## src/rtl/nibble_add_sequencer.sv

```systemverilog
// nibble_add_sequencer: runs a WIDTH-bit add/sub through an external 4-bit adder slice, one nibble per clock
module nibble_add_sequencer #(
    parameter int WIDTH = 16
) (
    input  logic             clk,
    input  logic             rst_n,
    input  logic             in_valid,
    output logic             in_ready,
    input  logic             op,
    input  logic [WIDTH-1:0] a,
    input  logic [WIDTH-1:0] b,
    output logic             out_valid,
    input  logic             out_ready,
    output logic [WIDTH-1:0] result,
    output logic             cout,
    output logic             ovf,
    output logic             zero,
    output logic [3:0]       slice_a,
    output logic [3:0]       slice_b,
    output logic             slice_cin,
    input  logic [3:0]       slice_sum,
    input  logic             slice_cout
);
    localparam int NIB = WIDTH / 4;
    localparam int IW = (NIB > 1) ? $clog2(NIB) : 1;
    localparam logic [IW-1:0] LAST = IW'(NIB - 1);

    typedef enum logic [1:0] {IDLE, RUN, DONE} state_t;

    state_t           state_q, state_d;
    logic [IW-1:0]    idx_q, idx_d;
    logic             carry_q, carry_d;
    logic [WIDTH-1:0] a_q, a_d;
    logic [WIDTH-1:0] b_q, b_d;
    logic [WIDTH-1:0] res_q, res_d;
    logic             cout_q, cout_d;
    logic             ovf_q, ovf_d;
    logic             zero_q, zero_d;
    logic [IW+1:0]    shamt;
    logic             run;
    logic             c_msb;

    // Bit offset of the active nibble and the carry into the result MSB on the final pass.
    assign shamt = {idx_q, 2'b00};
    assign run   = (state_q == RUN);
    assign c_msb = a_q[WIDTH-1] ^ b_q[WIDTH-1] ^ slice_sum[3];

    // Slice is fed only from registers, and held at zero outside RUN.
    assign slice_a   = run ? 4'(a_q >> shamt) : 4'h0;
    assign slice_b   = run ? 4'(b_q >> shamt) : 4'h0;
    assign slice_cin = run & carry_q;

    assign in_ready  = (state_q == IDLE);
    assign out_valid = (state_q == DONE);
    assign result    = res_q;
    assign cout      = cout_q;
    assign ovf       = ovf_q;
    assign zero      = zero_q;

    // Next-state: capture on accept, one nibble per RUN cycle, latch flags on the last pass.
    always_comb begin
        state_d = state_q;
        idx_d   = idx_q;
        carry_d = carry_q;
        a_d     = a_q;
        b_d     = b_q;
        res_d   = res_q;
        cout_d  = cout_q;
        ovf_d   = ovf_q;
        zero_d  = zero_q;
        case (state_q)
            IDLE: begin
                if (in_valid) begin
                    a_d     = a;
                    b_d     = op ? ~b : b;
                    carry_d = op;
                    idx_d   = '0;
                    res_d   = '0;
                    state_d = RUN;
                end
            end
            RUN: begin
                res_d   = (res_q & ~(WIDTH'(4'hF) << shamt)) | (WIDTH'(slice_sum) << shamt);
                carry_d = slice_cout;
                if (idx_q == LAST) begin
                    state_d = DONE;
                    cout_d  = slice_cout;
                    ovf_d   = slice_cout ^ c_msb;
                    zero_d  = (res_d == '0);
                end else begin
                    idx_d = idx_q + IW'(1);
                end
            end
            DONE: state_d = out_ready ? IDLE : DONE;
            default: state_d = IDLE;
        endcase
    end

    // State and datapath registers; reset discards any in-flight operation.
    always_ff @(posedge clk or negedge rst_n) begin
        if (!rst_n) begin
            state_q <= IDLE;
            idx_q   <= '0;
            carry_q <= 1'b0;
            a_q     <= '0;
            b_q     <= '0;
            res_q   <= '0;
            cout_q  <= 1'b0;
            ovf_q   <= 1'b0;
            zero_q  <= 1'b0;
        end else begin
            state_q <= state_d;
            idx_q   <= idx_d;
            carry_q <= carry_d;
            a_q     <= a_d;
            b_q     <= b_d;
            res_q   <= res_d;
            cout_q  <= cout_d;
            ovf_q   <= ovf_d;
            zero_q  <= zero_d;
        end
    end
endmodule

```

## config.mk

```make
export PLATFORM = sky130hd
export DESIGN_NAME = nibble_add_sequencer
export DESIGN_NICKNAME = d
export VERILOG_FILES = /design/src/rtl/nibble_add_sequencer.sv
export SDC_FILE = /design/constraint.sdc
export NUM_CORES = 1
export LEC_CHECK = 0
export ABC_AREA = 1
export CAP_MARGIN = 5
export CORE_MARGIN = 2
export CORE_UTILIZATION = 39
export CTS_BUF_LIST = sky130_fd_sc_hd__clkbuf_4
export DETAILED_ROUTE_END_ITERATION = 16
export HOLD_SLACK_MARGIN = 0.08
export PLACE_DENSITY = 0.65
export SETUP_SLACK_MARGIN = 0.15
export SYNTH_ARGS = -nofsm -noshare
export SYNTH_HDL_FRONTEND = slang
export SYNTH_SLANG_ARGS = --single-unit
```

## constraint.sdc

```tcl
create_clock -name clk -period 1.56 [get_ports clk]
set_input_delay 0.156 -clock clk [delete_from_list [all_inputs] [get_ports clk]]
set_output_delay 0.156 -clock clk [all_outputs]
set_load 0.01 [all_outputs]
```

# Yosys cells after proc, flatten, opt, wreduce, memory -nomap -nowiden
# Cells that the tools add are included.
[word_totals]
reg_bits = 56
in_bits = 42
output_inout_bits = 30
word_cells = 50
[classes]
add_sub_neg = 1
n_eq_ne = 6
shift = 4
n_mux = 14
n_bitwise = 8
reduce_logical = 8
[op_table]
columns = ["op", "n"]
rows = [
  ["$mux 16", 2],
  ["$not 16->16", 2],
  ["$pmux 16 s2", 1],
  ["$shr 16x4->4", 2],
  ["$and 16x16->16", 1],
  ["$logic_not 16->1", 1],
  ["$or 16x16->16", 1],
  ["$shl 4x4->16", 1],
  ["$shl 4x4->16 const A", 1],
  ["$mux 2", 5],
  ["$mux 4", 2],
  ["$reduce_and 2->1", 4],
  ["$pmux 2 s3", 1],
  ["$eq 2x2->1 const B", 2],
  ["$ne 2x2->1 const B", 2],
  ["$pmux 2 s2", 1],
  ["$reduce_and 3->1", 1],
  ["$xor 1x1->1", 3],
  ["$add 2x1->2 const B", 1],
  ["$eq 2x1->1 const B", 1],
  ["$logic_not 2->1", 1],
  ["$ne 2x1->1 const B", 1],
  ["$pmux 1 s2", 1],
  ["$reduce_bool 2->1", 1],
  ["2 further kinds", 2],
]

# Depth between registers and ports, before layout
# Gate-level depths: netlist of run 1.
[depth]
depth_word = 5
ltp_mapped = 12
ltp_nobuf = 10

# Least setup slack after synthesis of run 1
# No wires, ideal clock.
[synth_path]
path_kind = "flip-flop to flip-flop"
start = "register idx_q[1]"
end = "register zero_q, in the netlist zero"
t_arrival_ps = 1481
t_required_ps = 1495
setup_slack_ps = 14
path_stages_with_launch = 13
path_buffers = 2
synth_period_minus_slack_ps = 1546
path_cell_list = "dfrtp_1 buf_4 inv_2 buf_2 ha_1 inv_1 nand2_1 nand2_1 nor2_1 nand2_1 nor2_1 nand3_1 nand2_1"
[synth_between]
elab_chain_len = 5
elab_cells_between_ends = 8
classes_between = "eq/ne: 1; shift: 2; bitwise: 3; reduce/logical: 2"
[synth_rtl]
columns = ["element", "line_no", "rtl"]
rows = [
  ["from (decl)", "31", "logic [IW-1:0] idx_q, idx_d;"],
  ["from (signal assigned)", "113", "idx_q <= idx_d;"],
  ["$shl 4x4->16", "83", "res_d = (res_q & ~(WIDTH'(4'hF) << shamt)) | (WIDTH'(slice_sum) << shamt);"],
  ["$not 16->16", "83", ""],
  ["$and 16x16->16", "83", ""],
  ["$or 16x16->16", "83", ""],
  ["$logic_not 16->1", "89", "zero_d = (res_d == '0);"],
  ["to (signal assigned)", "120", "zero_q <= zero_d;"],
  ["to (decl)", "38", "logic zero_q, zero_d;"],
]
# Several ways; a longest one is shown, not always the timed one.
# A chain may end at the register's enable or synchronous reset.

# Worst setup path after layout of run 1
[layout_path]
start = "register idx_q[0]"
end = "output slice_b[1]"
[layout_between]
elab_chain_len = 2
[layout_rtl]
columns = ["element", "line_no", "rtl"]
rows = [
  ["$shr 16x4->4", "50", "assign slice_b = run ? 4'(b_q >> shamt) : 4'h0;"],
  ["$mux 4", "50", ""],
  ["to (decl)", "19", "output logic [3:0] slice_b,"],
]
# Every way passes these cells.

==> impl_metrics.py, run 1 <==
metrics = {
    "outcome": {
        "outcome": "complete, but fails checks",
        "violations": "setup timing",
    },
    "finish": {
        "final_cell_mix": "114 x nand2_1, 54 x dfrtp_1, 40 x clkdlybuf4s50_1",
        "final_util_pct": 59.9,
        "multiInputGateArea_mm2": 0.00150,
        "area_growth_pct": 48.3,
        "ff_latch_area_mm2": 0.00140,
        "fin_nets": 532,
        "final_common_cell": "nand2_1",
        "nFillCells": 691,
        "drive_gt1_share_pct": 25.1,
    },
    "worst_setup_path": {
        "start_kind": "flip-flop",
        "cp-end-kind": "output pin",
        "worstSetupPathType": "flip-flop to output pin",
        "path_max_fanout": 8,
        "crit_required_ns": 1.40,
        "rr_worst_depth": 13,
        "r2r_slack_ns": -0.10,
        "cp_data_arrival_time_ns": 1.60,
    },
    "timing": {
        "timing.final.ws_setup_ns": -0.194,
        "fmax_mhz": 570,
        "finClkSkew_ns": 0.0229,
        "setup_violations": 10,
        "rsz0062_at_grt": "yes",
        "hold_viol": 0,
        "whs_ns": 0.276,
        "fin_crit_ns": 1.75,
        "post-route-period-util_pct": 112,
        "max_slew_margin_pct": 80.2,
        "slew_violations": 0,
        "tightest_slew_ns": 0.297,
    },
    "yosys": {
        "synth-async-reset-ratio_pct": 100,
        "yosysTopAreaCell": "dfrtp_1",
        "syn_area_mm2": 0.00294,
        "synth_xor_area_share_pct": 5.36,
        "synthSimpleGateAreaFrac_pct": 27.6,
        "avgSynthCellArea_um2": 7.85,
        "synth_top_area_share_pct": 47.6,
        "synth_edf_count": 0,
        "synth_warnings": 0,
        "synth_seq_area_share_pct": 47.6,
        "synth_top_family_by_area": "simple AND/OR/NAND/NOR gates",
        "synth_area_leaders": "dfrtp_1 48%, nand2_1 16%, o21ai_0 7.5%",
        "ys_seq_elements": 56,
        "synth_compound_area_share_pct": 10.2,
        "synthAdderAreaFrac_pct": 1.70,
        "syn_inst": 375,
        "syn-num-nets": 421,
        "synthMuxAreaShare_pct": 0.383,
        "synth-main-ff-cell": "dfrtp_1",
        "synth.distinct_cells": 24,
    },
    "global_routing": {
        "grt.total_usage_pct": 19.3,
        "grt_overflow": 0,
        "grt_max_degree": 57,
        "grt_pass1_wl_mm": 13.1,
        "antenna_found_initial": 1,
        "grt_pass1_vias": 2704,
    },
    "floorplan": {
        "num_rows": 31,
        "design.core.area_mm2": 0.00729,
        "die_w_um": 90.9,
        "initial_core_util_pct": 40.4,
        "die_y_um": 90.9,
        "io_pins": 72,
        "die_area_mm2": 0.00826,
    },
    "clock_tree": {
        "cts.sinks": 56,
        "clk_pin_slew_ns": 0.17,
        "cts_root_buf": "clkbuf_4",
        "insertion_delay_ns": 0.38,
        "cts.htree.levels": 2,
        "clockBufferDepth": 2,
        "cts_buffers": 5,
        "cts_tree": "done",
    },
    "place": {
        "port_buffers": 71,
        "hpwl_mm": 5.17,
        "place.gp.congestion": 0.838,
    },
    "drt": {
        "ant_nets": 0,
        "vias": 2778,
        "wire_per_inst_um": 13.1,
        "drt_iter0_markers": 111,
        "drc": 0,
        "viasPerCell": 4.74,
        "drtPass1Iterations": 6,
        "wl_mm": 7.67,
    },
    "min_path": {
        "hp-class": "input pin to asynchronous set/reset pin",
    },
    "power_and_ir_drop": {
        "p_int_uw": 4640,
        "total_leakage_power_uw": 0.00213,
        "p_per_area_mw_per_mm2": 1890,
        "sequentialPowerShare_pct": 30.1,
        "total_power_uw": 8270,
        "power_switching_uw": 3630,
        "peakVddDrop_v": 0.000886,
        "pwr-share-clk_pct": 7.6,
        "p_comb_share_pct": 62.3,
        "swShare_pct": 43.9,
    },
    "flow_run": {
        "cap_viol_max_count": 0,
    },
}
final cells by class:
cell class,count,share of cell area [%]
clock inverter,2,0.373
timing repair buffer,124,26.9
antenna,1,0.0573
inverter,17,2.26
clock buffer,5,0.860
multi-input combinational,281,34.4
timing repair inverter,1,0.143
sequential,56,32.2
tap,99,2.84
final timing paths:
| check | startpoint | end |
|---|---|---|
| max in group asynchronous | rst_n | result[6]$_DFFE_PN0P_ |
| min in group clk | a[4] | a_q[4]$_DFFE_PN0P_ |
| worst max register to register | idx_q[1]$_DFFE_PN0P_ | zero$_DFFE_PN0P_ |
| worst min register to register | a_q[5]$_DFFE_PN0P_ | a_q[5]$_DFFE_PN0P_ |
| worst max-delay path | idx_q[0]$_DFFE_PN0P_ | slice_b[1] |
| worst min-delay path | rst_n | a_q[2]$_DFFE_PN0P_ |
what timing repair did:
item	in CTS	in global routing
endpoints found under the setup margin	45	48
buffers inserted	27	3
pin swaps	15	10
hold buffers	1	0
cloned	1	0
endpoints found under the hold margin	56	0
resized for setup	107	47
per-stage QoR:
stage / setup TNS, ns / setup slack [ns] / instance area [um^2] / cells
2_1_floorplan: 0 / 0.146 / 3010 / 375
3_3_place_gp: -0.971 / -0.122 / 3900 / 546
3_5_place_dp: -1.17 / -0.140 / 3900 / 546
4_1_cts: -1.48 / -0.197 / 4200 / 582
5_1_grt: -2.59 / -0.304 / 4370 / 586
6_report: -1.31 / -0.194 / 4370 / 586
flip-flops by register name (all words and copies together), names as in the netlist:
register  flops
a_q          16
b_q          16
carry_q       1
cout          1
idx_q         2
ovf           1
result       16
state_q       2
zero          1
worst max-delay path, cell delays in order (launching register included):
cell and delay (ns):
dfrtp_1 0.46, buf_6 0.15, buf_8 0.13, nor2_2 0.15, nor2_4 0.05, o21ai_1 0.07, a21oi_1 0.08, buf_2 0.14
cells in the mapped netlist (2+ instances only):
cell / count
buf_2: 9
inv_1: 12
buf_6: 4
a21oi_1: 10
ha_1: 4
nand2_1: 122
nand3_1: 28
o21ai_0: 44
buf_4: 6
xnor2_1: 18
inv_2: 5
nor2_1: 45
dfrtp_1: 56
o21ai_1: 2
power by group through the flow:
stage	registers [uW]	clock network (uW)	logic [uW]
global route	2560	712	5690
floorplan	2520	0	2610
detailed placement	2560	0	4180
CTS	2470	660	4690
global placement	2560	0	4120
finish	2490	629	5150
cell families after synthesis:
kind of cell	Yosys count
DFF	56
adders and majority gates	4
xor gates and xnor gates	18
buffers and inverters	38
AOI/OAI and AO/OA	59
and+or+nand+nor	199
muxes	1
routing by layer:
metal	GRT usage, %	wire length [um]	vias to the layer above
met5	0	0	-
met4	6.57	104	0
met3	2.59	290	6
met2	30.9	3780	62
met1	26.9	3490	1294
li1	-	-	1416
Power figures use the tool's default switching activity.
==> run 2: changes to the inputs <==
Settings changed: GPL_TIMING_DRIVEN from default to 0.
==> run 2 against run 1 <==
Against the previous run: the flow still finishes with violations (setup timing); sequential share of layout area down 1.4 points; sequential cell count unchanged; final cell count increased by 1.4%; critical path depth rose by 1; sequential power hardly changed; combinational power increased by 17%; clock power up 2%; worst setup slack worse by 0.059 ns; utilization is 2.6 points higher; count of clock-buffer cells in the layout increased by 1; first-iteration DRC count grew 39%; critical endpoint is now slice_a[1].
==> impl_metrics.py, run 2 (same netlist as run 1, synthesis figures left out) <==
metrics = {
    "outcome": {
        "outcome": "complete, but fails checks",
        "violations": "setup timing",
    },
    "finish": {
        "final_cell_mix": "117 x nand2_1, 55 x dfrtp_1, 39 x clkdlybuf4s50_1",
        "area_growth_pct": 54.7,
        "fin_nets": 540,
        "final_common_cell": "nand2_1",
        "design_area_mm2": 0.00455,
        "drive_gt1_share_pct": 28.1,
        "diodes": 0,
    },
    "drt": {
        "ant_nets": 0,
        "drc": 0,
        "drt_iter0_markers": 154,
        "vias": 2890,
        "viasPerCell": 4.87,
        "drtPass1Iterations": 4,
        "wl_mm": 8.47,
        "wire_per_inst_um": 14.3,
    },
    "worst_setup_path": {
        "cpMostUsedCell": "buf_6",
        "worstSetupPathType": "flip-flop to output pin",
        "path_max_fanout": 7,
        "cp-end-kind": "output pin",
        "start_kind": "flip-flop",
        "max_stage_delay_ns": 0.42,
        "crit_chain": "buf_6 > buf_12 > buf_6 > nor2_2 > nor2_1 > o21ai_1 > a21oi_2 > buf_2",
        "crit_required_ns": 1.40,
        "cp_data_arrival_time_ns": 1.66,
        "slowest_stage": "dfrtp_1",
        "path_buf_inv": 4,
        "critPathTopFamily": "buffers and inverters",
    },
    "timing": {
        "fin_crit_ns": 1.81,
        "slew_violations": 0,
        "whs_ns": 0.134,
        "tightest_slew_ns": 0.415,
        "hold_viol": 0,
        "fin_tns_setup_ns": -2.00,
        "rsz0062_at_grt": "yes",
        "timing.final.ws_setup_ns": -0.253,
        "setup_violations": 10,
        "finClkSkew_ns": 0.0204,
        "post-route-period-util_pct": 116,
        "fmax_mhz": 552,
        "max_slew_margin_pct": 72.4,
    },
    "global_routing": {
        "grt_overflow": 0,
        "grt.total_usage_pct": 20.8,
        "grt_max_degree": 40,
        "grt_pass1_vias": 2789,
        "antenna_found_initial": 0,
        "grt_pass1_wl_mm": 13.8,
    },
    "floorplan": {
        "die_area_mm2": 0.00826,
        "design.core.area_mm2": 0.00729,
        "num_rows": 31,
        "io_pins": 72,
        "initial_core_util_pct": 40.4,
        "die_w_um": 90.9,
        "die_y_um": 90.9,
    },
    "place": {
        "port_buffers": 70,
        "preCtsSetupSlack_ns": -0.418,
        "dpl-instance-area_mm2": 0.00385,
        "hpwl_mm": 5.53,
        "place.gp.congestion": 0.869,
    },
    "power_and_ir_drop": {
        "pwr-share-clk_pct": 7.0,
        "power_switching_uw": 3980,
        "swShare_pct": 43.4,
        "p_int_uw": 5200,
        "p_comb_share_pct": 65.7,
        "p_per_area_mw_per_mm2": 2020,
        "peakVddDrop_v": 0.000732,
        "sequentialPowerShare_pct": 27.3,
        "total_leakage_power_uw": 0.00222,
    },
    "flow_run": {
        "cap_viol_max_count": 0,
    },
    "min_path": {
        "hp-class": "input pin to flip-flop",
    },
    "clock_tree": {
        "clockBufferDepth": 2,
        "insertion_delay_ns": 0.39,
        "cts.htree.levels": 2,
        "cts_root_buf": "clkbuf_4",
        "cts_tree": "done",
        "cts.sinks": 56,
        "clk_pin_slew_ns": 0.15,
        "cts_buffers": 5,
    },
}
[run 2: layout make-up]
| type | count | area [um^2] |
|---|---|---|
| Fill cell | 655 | 2740 |
| Multi-Input combinational cell | 281 | 1550 |
| Sequential cell | 56 | 1400 |
| Timing Repair Buffer | 112 | 1070 |
| Buffer | 21 | 260 |
| Tap cell | 99 | 124 |
| Inverter | 17 | 83.8 |
| Clock buffer | 6 | 45.0 |
| Clock inverter | 2 | 11.3 |
[run 2: final timing paths]
path                                 startpoint                    end  slack [ns]  cells after the start
min in group asynchronous                 rst_n    a_q[14]$_DFFE_PN0P_        0.21                      2
max in group asynchronous                 rst_n  result[6]$_DFFE_PN0P_        0.80                      3
min reg2reg                    zero$_DFFE_PN0P_       zero$_DFFE_PN0P_        0.50                      2
min                                          op     b_q[2]$_DFFE_PN0P_        0.13                      3
max                        idx_q[0]$_DFFE_PN0P_             slice_a[1]       -0.25                      8
max reg2reg                idx_q[0]$_DFFE_PN0P_       zero$_DFFE_PN0P_       -0.12                     13
[run 2: repair_timing]
item                                    in CTS  in global routing
gates cloned                                 4                  1
pin swaps                                   17                 22
hold buffers                                 1                  0
hold endpoints to repair                    56                  0
resized for setup                          126                 63
setup buffers                               31                  4
endpoints found under the setup margin      35                 28
[run 2: worst min-delay path: stages]
cell and delay [ns]:
buf_4 0.15, xnor2_1 0.12, o21ai_0 0.06
[run 2: layer usage]
layer	part of all wire [%]	routed length, um	GRT usage (%)	vias up
met5	0	0	0	-
li1	-	-	-	1437
met3	4.5	385	3.34	13
met1	44	3690	27.0	1354
met4	2.0	172	6.31	0
met2	50	4220	35.9	86
[run 2: per-stage QoR]
step | utilization, % | power [uW] | cells
after global placement | 52.6 | 6670 | 544
final | 62.4 | 9180 | 594
after detailed placement | 52.8 | 6750 | 545
after floorplan | - | 5130 | 375
after global routing | 62.4 | 9870 | 594
after CTS | 59.5 | 8510 | 589
[run 2: power groups by stage]
stage                     Sequential, uW  Combinational [uW]  Clock, uW
after floorplan                     2520                2610          0
after global placement              2510                4160          0
after detailed placement            2530                4220          0
after CTS                           2460                5390        663
after global routing                2590                6570        712
final                               2510                6030        639
==> run 3: changes to the inputs <==
==> constraint.sdc (replaced) <==
create_clock -name clk -period 1.56 [get_ports clk]
set_input_delay 0.39 -clock clk [delete_from_list [all_inputs] [get_ports clk]]
set_output_delay 0.39 -clock clk [all_outputs]
set_load 0.01 [all_outputs]
==> run 3 against run 2 <==
Against the previous run: the flow still finishes with violations (setup timing); hold slack gained 0.21 ns; design area rose by 11%; utilization up 7.2 points; highest routed layer unchanged; critical path type unchanged; largest power group unchanged; sequential power rose by 3%; die area is the same; wire length grew 24%; combinational power up 25%.
==> impl_metrics.py, run 3 (same netlist as run 1, synthesis figures left out) <==
metrics = {
    "min_path": {
        "hp-class": "input pin to flip-flop",
        "whs_path_depth": 3,
    },
    "outcome": {
        "violations": "setup timing",
        "outcome": "complete, but fails checks",
    },
    "clock_tree": {
        "insertion_delay_ns": 0.42,
        "cts_root_buf": "clkbuf_4",
        "cts.sinks": 56,
        "cts.htree.levels": 2,
        "clk_pin_slew_ns": 0.19,
        "cts_tree": "done",
        "cts_buffers": 5,
        "clockBufferDepth": 2,
    },
    "global_routing": {
        "gr-usage-met2_pct": 39.5,
        "grt_pass1_wl_mm": 15.1,
        "met3_usage_pct": 3.76,
        "grt_overflow": 0,
        "grt_most_used_layer": "met2",
        "grt.total_usage_pct": 23.0,
        "grt_max_degree": 39,
        "grt_pass1_vias": 3051,
        "met1_usage_pct": 29.4,
        "antenna_found_initial": 0,
    },
    "timing": {
        "max_slew_margin_pct": 69.7,
        "slew_violations": 0,
        "fin_crit_ns": 2.11,
        "hold_viol": 0,
        "fin_tns_setup_ns": -5.95,
        "tightest_slew_ns": 0.454,
        "finClkSkew_ns": 0.0311,
        "timing.final.ws_setup_ns": -0.545,
        "post-route-period-util_pct": 135,
        "rsz0062_at_grt": "yes",
        "setup_violations": 15,
        "fmax_mhz": 475,
    },
    "power_and_ir_drop": {
        "peakVddDrop_v": 0.000833,
        "total_leakage_power_uw": 0.00242,
        "p_per_area_mw_per_mm2": 2190,
    },
    "worst_setup_path": {
        "worstSetupPathType": "flip-flop to output pin",
        "path_max_fanout": 7,
        "rr_worst_depth": 12,
        "start_kind": "flip-flop",
        "cp-end-kind": "output pin",
        "crit_required_ns": 1.17,
        "cp_data_arrival_time_ns": 1.72,
    },
    "finish": {
        "drive_gt1_share_pct": 46.2,
        "diodes": 0,
        "nFillCells": 575,
        "final_common_cell": "nand2_1",
        "final_cell_mix": "86 x nand2_1, 55 x dfrtp_1, 39 x clkdlybuf4s50_1",
        "area_growth_pct": 72.4,
        "fin_nets": 554,
        "final_util_pct": 69.6,
    },
    "drt": {
        "drtPass1Iterations": 5,
        "drt_iter0_markers": 229,
        "ant_nets": 0,
        "wire_per_inst_um": 17.2,
        "vias": 3214,
        "viasPerCell": 5.29,
        "drc": 0,
        "wl_mm": 10.5,
    },
    "floorplan": {
        "design.core.area_mm2": 0.00729,
        "io_pins": 72,
        "die_y_um": 90.9,
        "num_rows": 31,
        "die_area_mm2": 0.00826,
        "die_w_um": 90.9,
        "initial_core_util_pct": 40.4,
    },
    "place": {
        "hpwl_mm": 5.79,
        "place.gp.congestion": 0.897,
        "port_buffers": 70,
    },
    "flow_run": {
        "cap_viol_max_count": 0,
    },
}
==> run 3: changes by cell type in the layout (fill, tap and decap cells not counted), sizes merged <==
cell	change
dlygate4sd2	-19
clkinv	-1
buf	+25
clkinvlp	-1
clkbuf	+6
bufinv	+2
inv	+1
nand2	+1
==> run 3: area by class of cell <==
| class | count | area, um^2 | area share [%] |
|---|---|---|---|
| Buffer | 21 | 308 | 6.07 |
| Clock buffer | 5 | 37.5 | 0.740 |
| Clock inverter | 3 | 68.8 | 1.36 |
| Inverter | 17 | 86.3 | 1.70 |
| Multi-Input combinational cell | 282 | 1850 | 36.4 |
| Sequential cell | 56 | 1400 | 27.6 |
| Tap cell | 99 | 124 | 2.44 |
| Timing Repair Buffer | 125 | 1200 | 23.6 |
==> run 3: path summary, 6_finish.rpt <==
| path | start | to | slack (ns) |
|---|---|---|---|
| min | op | b_q[0]$_DFFE_PN0P_ | 0.34 |
| max | idx_q[0]$_DFFE_PN0P_ | slice_a[2] | -0.55 |
| min in group asynchronous | rst_n | ovf$_DFFE_PN0P_ | 0.41 |
| max reg2reg | state_q[1]$_DFFE_PN0P_ | idx_q[0]$_DFFE_PN0P_ | -0.33 |
| max in group asynchronous | rst_n | result[0]$_DFFE_PN0P_ | 0.57 |
| min reg2reg | b_q[8]$_DFFE_PN0P_ | b_q[8]$_DFFE_PN0P_ | 0.50 |
==> run 3: per-stage QoR <==
stage / worst slack (ns) / cells / power (uW) / area [um^2] / hold slack, ns
after floorplan: 0.132 / 375 / 5200 / 3010 / 0.0944
final: -0.545 / 608 / 11100 / 5070 / 0.344
after CTS: -0.464 / 597 / 9450 / 4560 / 0.364
after detailed placement: -0.545 / 545 / 6840 / 3850 / 0.364
after global placement: -1.84 / 544 / 6760 / 3840 / 0.457
after global routing: -0.593 / 608 / 11700 / 5070 / 0.335
==> run 3: worst max-delay path, cell delays in order (launching register included) <==
cell,delay [ns]
dfrtp_1,0.44
buf_6,0.18
buf_8,0.14
nor2_2,0.05
nor2_2,0.08
o21ai_1,0.08
a21oi_2,0.17
buf_2,0.15
==> run 3: layer usage <==
layer  vias up  routed length [um]
met5         -                   0
met4         0                 445
met3        42                 648
met2       159                5260
met1      1542                4110
li1       1471                   -
==> run 3: power breakdown <==
group,switching (uW),internal [uW]
Combinational,3870,3640
Sequential,490,2090
Clock,504,504
==> run 3: repair_timing <==
| item | CTS | global route |
|---|---|---|
| setup buffers | 39 | 7 |
| hold buffers | 1 | 0 |
| hold endpoints to repair | 18 | 0 |
| resized for setup | 203 | 147 |
| gates cloned | 4 | 4 |
| endpoints found under the setup margin | 43 | 75 |
| pin swaps | 18 | 32 |
